File: src/rtl/seq_pkg.sv
// ============================================================================
// seq_pkg : shared types and constants for the seq_gen / seq_det pair
// Rev 1.0 : initial release
// ============================================================================
`default_nettype none

package seq_pkg;

    typedef enum logic [0:0] {
        IDLE = 1'b0,
        SEND = 1'b1
    } seq_state_t;

    localparam logic [3:0] DET_PATTERN = 4'b1011;
    localparam int         DET_LEN     = 4;

endpackage

`default_nettype wire

File: src/rtl/seq_gen.sv
// ============================================================================
// seq_gen : serial pattern generator, MSB-first, with repeat count and abort
// Rev 1.0 : initial release
// ============================================================================
`default_nettype none

module seq_gen
    import seq_pkg::*;
#(
    parameter int MAX_LEN = 16,
    parameter int REP_W   = 8
) (
    input  logic                         clk,
    input  logic                         nrst,
    input  logic                         pat_valid,
    output logic                         pat_ready,
    input  logic [MAX_LEN-1:0]           pat_data,
    input  logic [$clog2(MAX_LEN+1)-1:0] pat_len,
    input  logic [REP_W-1:0]             pat_rep,
    input  logic                         abort,
    output logic                         ser_out,
    output logic                         ser_valid,
    output logic                         busy,
    output logic                         done
);

    localparam int LEN_W = $clog2(MAX_LEN + 1);
    localparam int IDX_W = $clog2(MAX_LEN);

    seq_state_t         state_q, state_d;
    logic [MAX_LEN-1:0] sh_q, sh_d;
    logic [IDX_W-1:0]   idx_q, idx_d;
    logic [IDX_W-1:0]   len_m1_q, len_m1_d;
    logic [REP_W-1:0]   rep_left_q, rep_left_d;
    logic               ser_out_q, ser_out_d;
    logic               done_q, done_d;

    logic               accept;
    logic [LEN_W-1:0]   len_c;
    logic [IDX_W-1:0]   len_load;

    assign pat_ready = (state_q == IDLE) && nrst;
    assign accept    = pat_valid && pat_ready;
    assign len_c     = (pat_len > LEN_W'(MAX_LEN)) ? LEN_W'(MAX_LEN) : pat_len;
    // len_c - 1 always fits the index width once clamped; unused when len_c == 0
    assign len_load  = IDX_W'(len_c - LEN_W'(1));

    always_comb begin
        state_d    = state_q;
        sh_d       = sh_q;
        idx_d      = idx_q;
        len_m1_d   = len_m1_q;
        rep_left_d = rep_left_q;
        ser_out_d  = 1'b0;
        done_d     = 1'b0;

        case (state_q)
            IDLE: begin
                if (accept) begin
                    sh_d       = pat_data;
                    len_m1_d   = len_load;
                    idx_d      = len_load;
                    rep_left_d = pat_rep;
                    if (len_c == '0) begin
                        done_d = 1'b1;
                    end else begin
                        state_d   = SEND;
                        ser_out_d = pat_data[len_load];
                    end
                end
            end
            SEND: begin
                if (abort) begin
                    state_d = IDLE;
                end else if ((idx_q == '0) && (rep_left_q == '0)) begin
                    state_d = IDLE;
                    done_d  = 1'b1;
                end else begin
                    // passes run back to back: wrap straight to the MSB
                    if (idx_q == '0) begin
                        idx_d      = len_m1_q;
                        rep_left_d = rep_left_q - REP_W'(1);
                    end else begin
                        idx_d = idx_q - IDX_W'(1);
                    end
                    ser_out_d = sh_q[idx_d];
                end
            end
            default: begin
                state_d = IDLE;
            end
        endcase
    end

    always_ff @(posedge clk) begin
        if (!nrst) begin
            state_q    <= IDLE;
            sh_q       <= '0;
            idx_q      <= '0;
            len_m1_q   <= '0;
            rep_left_q <= '0;
            ser_out_q  <= 1'b0;
            done_q     <= 1'b0;
        end else begin
            state_q    <= state_d;
            sh_q       <= sh_d;
            idx_q      <= idx_d;
            len_m1_q   <= len_m1_d;
            rep_left_q <= rep_left_d;
            ser_out_q  <= ser_out_d;
            done_q     <= done_d;
        end
    end

    assign ser_out   = ser_out_q;
    assign ser_valid = (state_q == SEND);
    assign busy      = (state_q == SEND);
    assign done      = done_q;

endmodule

`default_nettype wire

File: config.mk
export PLATFORM = sky130hd
export DESIGN_NAME = seq_gen
export DESIGN_NICKNAME = d
export VERILOG_FILES = /design/src/rtl/seq_pkg.sv /design/src/rtl/seq_gen.sv
export SDC_FILE = /design/constraint.sdc
export NUM_CORES = 1
export LEC_CHECK = 0
export CAP_MARGIN = 20
export CORE_MARGIN = 2
export CORE_UTILIZATION = 56
export CTS_CLUSTER_DIAMETER = 200
export DETAILED_ROUTE_END_ITERATION = 10
export GPL_TIMING_DRIVEN = 0
export PLACE_DENSITY = 0.9
export SLEW_MARGIN = 10
export SYNTH_ARGS = -nofsm -noshare
export SYNTH_HDL_FRONTEND = slang
export SYNTH_SLANG_ARGS = --single-unit
File: constraint.sdc
create_clock -name clk -period 3.35 [get_ports clk]
set_clock_uncertainty 0.2 [all_clocks]
set_input_delay 0.8375 -clock clk [delete_from_list [all_inputs] [get_ports clk]]
set_output_delay 0.8375 -clock clk [all_outputs]
set_load 0.005 [all_outputs]
==> results of run 1 <==
worst paths after layout:
kind	from	end	slack, ns	depth (start not counted)
max reg2reg	idx_q[0]	ser_out	0.66	9
min reg2reg	sh_q[9]	sh_q[9]	0.26	2
min	sh_q[9]	sh_q[9]	0.26	2
max	nrst	pat_ready	0.14	4
state kept, by name, indices dropped and copies added, names as in the netlist:
signal      flops
busy            1
done            1
idx_q           4
len_m1_q        4
rep_left_q      8
ser_out         1
sh_q           16
power groups by stage:
stage	sequential, uW	combinational (uW)	clock [uW]
5_1_grt	478	379	344
6_report	475	345	333
4_1_cts	474	341	329
3_5_place_dp	483	335	0
2_1_floorplan	476	237	0
3_3_place_gp	481	326	0
tightest hold or removal path, stage by stage, from the launching register on:
cell                      delay (ns)
sky130_fd_sc_hd__dfxtp_1        0.31
sky130_fd_sc_hd__nand3_1        0.06
sky130_fd_sc_hd__nand2_1        0.05
cell families after synthesis:
group           after synthesis  synth area share
compound gates               62            0.1973
simple gates                119            0.2787
buf+inv                      29           0.06833
mux                          19           0.09922
xor+xnor                      2           0.01189
flops                        35            0.3327
fa+ha+maj                     2           0.01188
cell usage in the layout, fill, tap and decap left out, drive strengths merged, types with 2 or more instances in the layout:
cell type | synthesis | routed
nor3b | 3 | 3
nor4 | 2 | 2
o221ai | 2 | 2
o21ai | 14 | 14
nand2 | 40 | 40
nor2b | 7 | 7
mux2 | 2 | 2
dfxtp | 35 | 35
o21a | 3 | 3
or3b | 2 | 2
mux2i | 16 | 16
inv | 9 | 9
and2 | 4 | 4
clkbuf | 8 | 15
nor3 | 6 | 6
or3 | 2 | 2
a22oi | 4 | 4
ha | 2 | 2
o22ai | 5 | 5
buf | 12 | 12
clkdlybuf4s50 | 0 | 34
a21oi | 15 | 15
xnor2 | 2 | 2
nor2 | 25 | 25
a31oi | 2 | 2
o221a | 2 | 2
nand3 | 20 | 20
nand2b | 3 | 3
a211oi | 3 | 3
per-stage QoR:
step | cell area [sq um] | std cells
after global routing | 2601 | 358
final | 2601 | 358
after detailed placement | 2506 | 350
after CTS | 2601 | 358
after global placement | 2506 | 350
after floorplan | 2106 | 268
final cells by class:
class	count	area share
Buffer	20	0.04233
Sequential cell	35	0.2694
Inverter	9	0.01299
Multi-Input combinational cell	204	0.4848
Timing Repair Buffer	34	0.1308
Clock buffer	7	0.03319
Clock inverter	1	0.003367
Tap cell	48	0.02309
per-layer routing:
metal | share of wire | vias to the layer above | GRT usage
li1 | - | 1034 | -
met1 | 0.39 | 977 | 0.3112
met2 | 0.50 | 98 | 0.4834
met3 | 0.073 | 20 | 0.05651
met4 | 0.038 | 0 | 0.1667
met5 | 0 | - | 0
==> impl_results.html, run 1 <==
<table>
<tr><th>Metric</th><th>Value</th></tr>
<tr><th colspan="2">Setup path</th></tr>
<tr><td>Worst Setup Start Kind</td><td>input pin</td></tr>
<tr><td>Arrival time worst endpoint</td><td>2.17 ns</td></tr>
<tr><td>Max FO, Critical Path</td><td>6</td></tr>
<tr><td>Endpoint required time on the critical path</td><td>2.31 ns</td></tr>
<tr><td>Peak per-stage delay on the critical path</td><td>0.56 ns</td></tr>
<tr><td>Setup Crit Path Kind</td><td>in -&gt; out</td></tr>
<tr><td>Combined buffer and inverter count along the critical path</td><td>3</td></tr>
<tr><td>CP dominant cell by count</td><td>sky130_fd_sc_hd__clkdlybuf4s50_1</td></tr>
<tr><td>Crit end category</td><td>output port</td></tr>
<tr><td>Critical Path Slowest Stage Cell</td><td>sky130_fd_sc_hd__clkdlybuf4s50_1</td></tr>
<tr><td>CP top delay family</td><td>buffers and inverters</td></tr>
<tr><td>Cell Chain, Critical Path</td><td>clkdlybuf4s50_1 &gt; inv_1 &gt; nor2_1 &gt; clkdlybuf4s50_1</td></tr>
<tr><th colspan="2">Timing</th></tr>
<tr><td>Max Freq</td><td>0.3117 GHz</td></tr>
<tr><td>Pin slew with the least headroom to its limit</td><td>0.5525 ns</td></tr>
<tr><td>Smallest setup slack after layout</td><td>0.1420 ns</td></tr>
<tr><td>Ratio of final minimum period to clock period</td><td>0.9576</td></tr>
<tr><td>Setup TNS</td><td>0 ns</td></tr>
<tr><td>Number of pins exceeding their max-slew limit in the final report</td><td>0</td></tr>
<tr><td>Final hold violations</td><td>0</td></tr>
<tr><td>Headroom to the max-slew limit</td><td>0.6282</td></tr>
<tr><td>RSZ-0062 raised after global routing</td><td>no</td></tr>
<tr><td>Final-report setup violation count</td><td>0</td></tr>
<tr><td>Smallest hold slack</td><td>0.2552 ns</td></tr>
<tr><td>Final critical delay including setup and external delays</td><td>3.208 ns</td></tr>
<tr><th colspan="2">Yosys</th></tr>
<tr><td>Area contributors post-synth</td><td>sky130_fd_sc_hd__dfxtp_1, sky130_fd_sc_hd__mux2i_1, sky130_fd_sc_hd__nand2_1</td></tr>
<tr><td>List of most frequent post-synthesis cells</td><td>sky130_fd_sc_hd__nand2_1, sky130_fd_sc_hd__dfxtp_1, sky130_fd_sc_hd__nor2_1</td></tr>
<tr><td>EDFF count, synth</td><td>0</td></tr>
<tr><td>Sequential element share of the synthesized area</td><td>0.3327</td></tr>
<tr><td>Cell area after synthesis</td><td>2106 sq um</td></tr>
<tr><td>Asr flop ratio synth</td><td>0</td></tr>
<tr><td>Post-synth net total</td><td>303</td></tr>
<tr><td>Flip-flop and latch count after synthesis</td><td>35</td></tr>
<tr><td>Post-synthesis instance total</td><td>268</td></tr>
<tr><td>Top-count cell post-synth</td><td>sky130_fd_sc_hd__nand2_1</td></tr>
<tr><td>Primary FF master, synth</td><td>sky130_fd_sc_hd__dfxtp_1</td></tr>
<tr><td>Post-synthesis cell type with the largest combined area</td><td>sky130_fd_sc_hd__dfxtp_1</td></tr>
<tr><td>Count of yosys warnings during synthesis</td><td>0</td></tr>
<tr><td>Netlist cell types</td><td>58</td></tr>
<tr><td>Area share of the leading cell type in the synthesized netlist</td><td>0.3327</td></tr>
<tr><td>Post-Syn Area per Cell</td><td>7.857 sq um</td></tr>
<tr><th colspan="2">Run status</th></tr>
<tr><td>Status</td><td>completed</td></tr>
<tr><th colspan="2">Route</th></tr>
<tr><td>Total wire length after detailed routing</td><td>5383 um</td></tr>
<tr><td>DR WL/cell</td><td>15.04 um</td></tr>
<tr><td>DR iter-0 viols</td><td>176</td></tr>
<tr><td>Remaining design rule violation count</td><td>0</td></tr>
<tr><td>DR pass1 iterations</td><td>5</td></tr>
<tr><td>Routed Antenna Nets</td><td>0</td></tr>
<tr><td>Total via count in the routed design</td><td>2,129</td></tr>
<tr><td>Detailed-route vias per instance</td><td>5.947</td></tr>
<tr><th colspan="2">GRT</th></tr>
<tr><td>Maximum number of pins on one net before global-route repair</td><td>12</td></tr>
<tr><td>Initial antenna violation count</td><td>0</td></tr>
<tr><td>Global router's overall resource usage</td><td>0.2779</td></tr>
<tr><td>Total gr overflow</td><td>0</td></tr>
<tr><td>Via count of the first global-routing pass</td><td>2,061</td></tr>
<tr><td>Wire length of the first global-routing pass</td><td>9045 um</td></tr>
<tr><th colspan="2">Power</th></tr>
<tr><td>Cell-internal power</td><td>781.7 uW</td></tr>
<tr><td>Switching share of power</td><td>0.3220</td></tr>
<tr><td>Net switching power</td><td>371.2 uW</td></tr>
<tr><td>Leak pwr</td><td>0.001100 uW</td></tr>
<tr><td>Worst ir drop on vdd</td><td>301.6 uV</td></tr>
<tr><td>Relative contribution of the clock network to total power</td><td>0.289</td></tr>
<tr><td>Part of the total power dissipated in combinational logic</td><td>0.299</td></tr>
<tr><td>Total power after layout</td><td>1153 uW</td></tr>
<tr><td>Power density of the placed cells</td><td>443.2 nW/um^2</td></tr>
<tr><td>Sequential Power Share</td><td>0.412</td></tr>
<tr><th colspan="2">Clock network</th></tr>
<tr><td>Root cell of the clock tree</td><td>sky130_fd_sc_hd__clkbuf_8</td></tr>
<tr><td>Number of buffers inserted to repair setup after CTS</td><td>0</td></tr>
<tr><td>Resized Gates After CTS</td><td>0</td></tr>
<tr><td>Total number of clock tree sinks</td><td>35</td></tr>
<tr><td>Number of H-tree branching levels</td><td>2</td></tr>
<tr><td>Clock buffers created by TritonCTS</td><td>5</td></tr>
<tr><td>Hold-fix buffers at CTS</td><td>0</td></tr>
<tr><td>Clock-pin transition on the worst setup and hold timing paths</td><td>0.07 ns</td></tr>
<tr><td>CTS tree</td><td>built</td></tr>
<tr><td>Maximum root-to-sink buffer count</td><td>2</td></tr>
<tr><td>Clock latency reported for the late side of the worst-skew pair</td><td>0.30 ns</td></tr>
<tr><th colspan="2">Cells and area</th></tr>
<tr><td>Total Nets Final</td><td>344</td></tr>
<tr><td>Register area</td><td>700.7 sq um</td></tr>
<tr><td>Area occupied by multi-input gates</td><td>1261 sq um</td></tr>
<tr><td>Number of antenna repair diodes</td><td>0</td></tr>
<tr><td>Utilization after layout</td><td>0.7159</td></tr>
<tr><td>Area added between synthesis and finish</td><td>23.53%</td></tr>
<tr><td>Fraction of final layout cells sized beyond drive strength 1</td><td>0.08065</td></tr>
<tr><td>Filler cells</td><td>289</td></tr>
<tr><th colspan="2">Floorplanning</th></tr>
<tr><td>Die Outline Area</td><td>4267 sq um</td></tr>
<tr><td>Y dimension of the die</td><td>65.32 um</td></tr>
<tr><td>Number of I/O pins</td><td>38</td></tr>
<tr><td>Cell row count</td><td>22</td></tr>
<tr><td>Die Wd</td><td>65.32 um</td></tr>
<tr><td>Core Region</td><td>3633 sq um</td></tr>
<tr><td>Starting utilization of the core area</td><td>0.5795</td></tr>
<tr><th colspan="2">Placed design</th></tr>
<tr><td>Number of buffer cells added on primary ports</td><td>34</td></tr>
<tr><td>Worst slack, placed</td><td>0.1393 ns</td></tr>
<tr><td>Final RePlAce weighted congestion</td><td>0.8770</td></tr>
<tr><td>HPWL Detailed</td><td>4025 um</td></tr>
<tr><th colspan="2">Job</th></tr>
<tr><td>Total of max-cap violations</td><td>0</td></tr>
<tr><th colspan="2">Hold path</th></tr>
<tr><td>Path type of the worst min-delay path</td><td>reg -&gt; reg</td></tr>
</table>
Power figures use the tool's default switching activity.
==> inputs of run 2 (changes only) <==
--- a/config.mk
+++ b/config.mk
@@ -6,12 +6,13 @@
 export NUM_CORES = 1
 export LEC_CHECK = 0
 export CAP_MARGIN = 20
+export CORE_ASPECT_RATIO = 1.75
 export CORE_MARGIN = 2
-export CORE_UTILIZATION = 56
+export CORE_UTILIZATION = 50
 export CTS_CLUSTER_DIAMETER = 200
 export DETAILED_ROUTE_END_ITERATION = 10
 export GPL_TIMING_DRIVEN = 0
-export PLACE_DENSITY = 0.9
+export PLACE_DENSITY = 0.83
 export SLEW_MARGIN = 10
 export SYNTH_ARGS = -nofsm -noshare
 export SYNTH_HDL_FRONTEND = slang
==> run 2 against run 1 <==
  * Setup slack got worse by 0.062 ns
  * Flip-flop and latch count did not move
  * Clock-buffer cell count rose by 1
  * Design area rose by 0.24%
  * Utilization fell by 7.6 points
  * Sequential share of layout area fell by 0.065 points
  * Critical path depth did not move
  * Combinational power rose by 1%
  * Fmax fell by 1.9%
  * Hold slack got worse by 0.00076 ns
  * Sequential power barely moved
  * First-iteration DRC count fell by 68%
  * Critical path type unchanged
  * Critical endpoint unchanged
==> impl_results.html, run 2 (synthesized netlist as in run 1, its figures left out) <==
<table>
<tr><th>Metric</th><th>Value</th></tr>
<tr><th colspan="2">Cells and area</th></tr>
<tr><td>Cell area after layout</td><td>2608 sq um</td></tr>
<tr><td>Utilization after layout</td><td>0.6402</td></tr>
<tr><td>Reg with most FFs</td><td>sh_q</td></tr>
<tr><td>Total Nets Final</td><td>344</td></tr>
<tr><td>Biggest regs</td><td>sh_q x16, rep_left_q x8</td></tr>
<tr><td>Most common library cell in the layout ignoring fill and taps</td><td>sky130_fd_sc_hd__nand2_1</td></tr>
<tr><td>Area added between synthesis and finish</td><td>23.83%</td></tr>
<tr><td>Number of antenna repair diodes</td><td>0</td></tr>
<tr><td>Highest-count cells in the layout ignoring fill and taps</td><td>sky130_fd_sc_hd__nand2_1, sky130_fd_sc_hd__dfxtp_1, sky130_fd_sc_hd__clkdlybuf4s50_1</td></tr>
<tr><td>Fraction of final layout cells sized beyond drive strength 1</td><td>0.08065</td></tr>
<tr><td>Flip-flop count of the largest register after layout</td><td>16</td></tr>
<tr><th colspan="2">Timing</th></tr>
<tr><td>RSZ-0062 raised after global routing</td><td>no</td></tr>
<tr><td>Pin slew with the least headroom to its limit</td><td>0.5908 ns</td></tr>
<tr><td>Setup TNS</td><td>0 ns</td></tr>
<tr><td>Max Freq</td><td>0.3058 GHz</td></tr>
<tr><td>Final critical delay including setup and external delays</td><td>3.270 ns</td></tr>
<tr><td>Headroom to the max-slew limit</td><td>0.6025</td></tr>
<tr><td>Number of pins exceeding their max-slew limit in the final report</td><td>0</td></tr>
<tr><td>Final hold violations</td><td>0</td></tr>
<tr><td>Ratio of final minimum period to clock period</td><td>0.9761</td></tr>
<tr><td>Final-report setup violation count</td><td>0</td></tr>
<tr><th colspan="2">Floorplanning</th></tr>
<tr><td>Starting utilization of the core area</td><td>0.5171</td></tr>
<tr><td>Core Region</td><td>4073 sq um</td></tr>
<tr><td>Number of I/O pins</td><td>38</td></tr>
<tr><td>Die Outline Area</td><td>4767 sq um</td></tr>
<tr><td>Die Wd</td><td>53.06 um</td></tr>
<tr><td>Y dimension of the die</td><td>89.85 um</td></tr>
<tr><td>Cell row count</td><td>31</td></tr>
<tr><th colspan="2">Power</th></tr>
<tr><td>Total power after layout</td><td>1162 uW</td></tr>
<tr><td>Power density of the placed cells</td><td>445.6 nW/um^2</td></tr>
<tr><td>Worst ir drop on vdd</td><td>307.9 uV</td></tr>
<tr><td>Leak pwr</td><td>0.001104 uW</td></tr>
<tr><th colspan="2">Clock network</th></tr>
<tr><td>Resized Gates After CTS</td><td>0</td></tr>
<tr><td>Clock-pin transition on the worst setup and hold timing paths</td><td>0.07 ns</td></tr>
<tr><td>CTS tree</td><td>built</td></tr>
<tr><td>Number of buffers inserted to repair setup after CTS</td><td>0</td></tr>
<tr><td>Hold-fix buffers at CTS</td><td>0</td></tr>
<tr><td>Root cell of the clock tree</td><td>sky130_fd_sc_hd__clkbuf_8</td></tr>
<tr><td>Clock latency reported for the late side of the worst-skew pair</td><td>0.29 ns</td></tr>
<tr><td>Maximum root-to-sink buffer count</td><td>2</td></tr>
<tr><td>Total number of clock tree sinks</td><td>35</td></tr>
<tr><td>Number of H-tree branching levels</td><td>2</td></tr>
<tr><td>Clock buffers created by TritonCTS</td><td>5</td></tr>
<tr><th colspan="2">Route</th></tr>
<tr><td>Remaining design rule violation count</td><td>0</td></tr>
<tr><td>DR pass1 iterations</td><td>4</td></tr>
<tr><td>DR WL/cell</td><td>15.51 um</td></tr>
<tr><td>Total via count in the routed design</td><td>2,097</td></tr>
<tr><td>Routed Antenna Nets</td><td>0</td></tr>
<tr><td>DR iter-0 viols</td><td>57</td></tr>
<tr><td>Detailed-route vias per instance</td><td>5.841</td></tr>
<tr><td>Total wire length after detailed routing</td><td>5568 um</td></tr>
<tr><th colspan="2">GRT</th></tr>
<tr><td>Global router's overall resource usage</td><td>0.2591</td></tr>
<tr><td>Maximum number of pins on one net before global-route repair</td><td>11</td></tr>
<tr><td>Via count of the first global-routing pass</td><td>2,102</td></tr>
<tr><td>Total gr overflow</td><td>0</td></tr>
<tr><td>Initial antenna violation count</td><td>0</td></tr>
<tr><td>Wire length of the first global-routing pass</td><td>9287 um</td></tr>
<tr><th colspan="2">Setup path</th></tr>
<tr><td>Endpoint required time on the critical path</td><td>2.31 ns</td></tr>
<tr><td>CP dominant cell by count</td><td>sky130_fd_sc_hd__clkdlybuf4s50_1</td></tr>
<tr><td>Combined buffer and inverter count along the critical path</td><td>3</td></tr>
<tr><td>Cell Chain, Critical Path</td><td>clkdlybuf4s50_1 &gt; inv_1 &gt; nor2_1 &gt; clkdlybuf4s50_1</td></tr>
<tr><td>CP top delay family</td><td>buffers and inverters</td></tr>
<tr><td>Arrival time worst endpoint</td><td>2.23 ns</td></tr>
<tr><td>Critical Path Slowest Stage Cell</td><td>sky130_fd_sc_hd__clkdlybuf4s50_1</td></tr>
<tr><td>Setup Crit Path Kind</td><td>in -&gt; out</td></tr>
<tr><td>Peak per-stage delay on the critical path</td><td>0.57 ns</td></tr>
<tr><td>Max FO, Critical Path</td><td>6</td></tr>
<tr><td>Worst Setup Start Kind</td><td>input pin</td></tr>
<tr><td>Crit end category</td><td>output port</td></tr>
<tr><th colspan="2">Placed design</th></tr>
<tr><td>Placed cell areas</td><td>2507 sq um</td></tr>
<tr><td>Number of buffer cells added on primary ports</td><td>34</td></tr>
<tr><td>Final RePlAce weighted congestion</td><td>0.9080</td></tr>
<tr><td>HPWL Detailed</td><td>4333 um</td></tr>
<tr><th colspan="2">Job</th></tr>
<tr><td>Total of max-cap violations</td><td>0</td></tr>
<tr><th colspan="2">Hold path</th></tr>
<tr><td>Path type of the worst min-delay path</td><td>reg -&gt; reg</td></tr>
<tr><th colspan="2">Run status</th></tr>
<tr><td>Status</td><td>completed</td></tr>
</table>
==> run 2: cell types whose count changed in the layout (fill, tap and decap cells not counted) <==
cell	change
sky130_fd_sc_hd__clkbuf_8	+1
sky130_fd_sc_hd__clkinv_4	-1
==> run 2: path summary, 6_finish.rpt <==
kind / startpoint / to / slack, ns / cells past startpoint
setup / recovery: nrst / pat_ready / 0.08 / 4
hold / removal: sh_q[7] / sh_q[7] / 0.25 / 2
setup reg to reg: idx_q[0] / ser_out / 0.55 / 9
hold reg to reg: sh_q[7] / sh_q[7] / 0.25 / 2
==> run 2: power by group <==
group	switching (uW)	leakage [uW]	internal, uW
sequential	24.0	0.000288	450
clock	152	0.0000515	188
combinational	185	0.000764	164
==> run 2: per-layer routing <==
layer	routed length [um]	GRT usage
met4	310	0.1709
met3	184	0.04651
met2	3063	0.4635
met1	2009	0.2518
met5	0	0
==> run 2: stage by stage <==
stage,worst slack [ns],hold slack (ns),instances
4_1_cts,0.07522,0.2569,359
3_3_place_gp,0.1028,0.2410,351
3_5_place_dp,0.09750,0.2447,351
6_report,0.07993,0.2544,359
2_1_floorplan,0.7889,0.2299,268
5_1_grt,0.03115,0.2733,359
==> run 2: layout make-up <==
| type | instances | area (sq um) |
|---|---|---|
| Sequential cell | 35 | 700.7 |
| Timing Repair Buffer | 34 | 340.3 |
| Multi-Input combinational cell | 204 | 1261 |
| Inverter | 9 | 33.78 |
| Fill cell | 365 | 1465 |
| Buffer | 20 | 110.1 |
| Tap cell | 49 | 61.31 |
| Clock buffer | 8 | 100.1 |
==> run 2: worst register-to-register path: stages (launching register included) <==
cell and delay (ns):
sky130_fd_sc_hd__dfxtp_1 0.33, sky130_fd_sc_hd__inv_1 0.13, sky130_fd_sc_hd__ha_1 0.18, sky130_fd_sc_hd__nor3b_2 0.40, sky130_fd_sc_hd__mux2_4 0.34, sky130_fd_sc_hd__buf_6 0.15, sky130_fd_sc_hd__mux2_1 0.36, sky130_fd_sc_hd__a2bb2oi_1 0.14
sky130_fd_sc_hd__a32oi_1 0.31, sky130_fd_sc_hd__o22ai_1 0.13
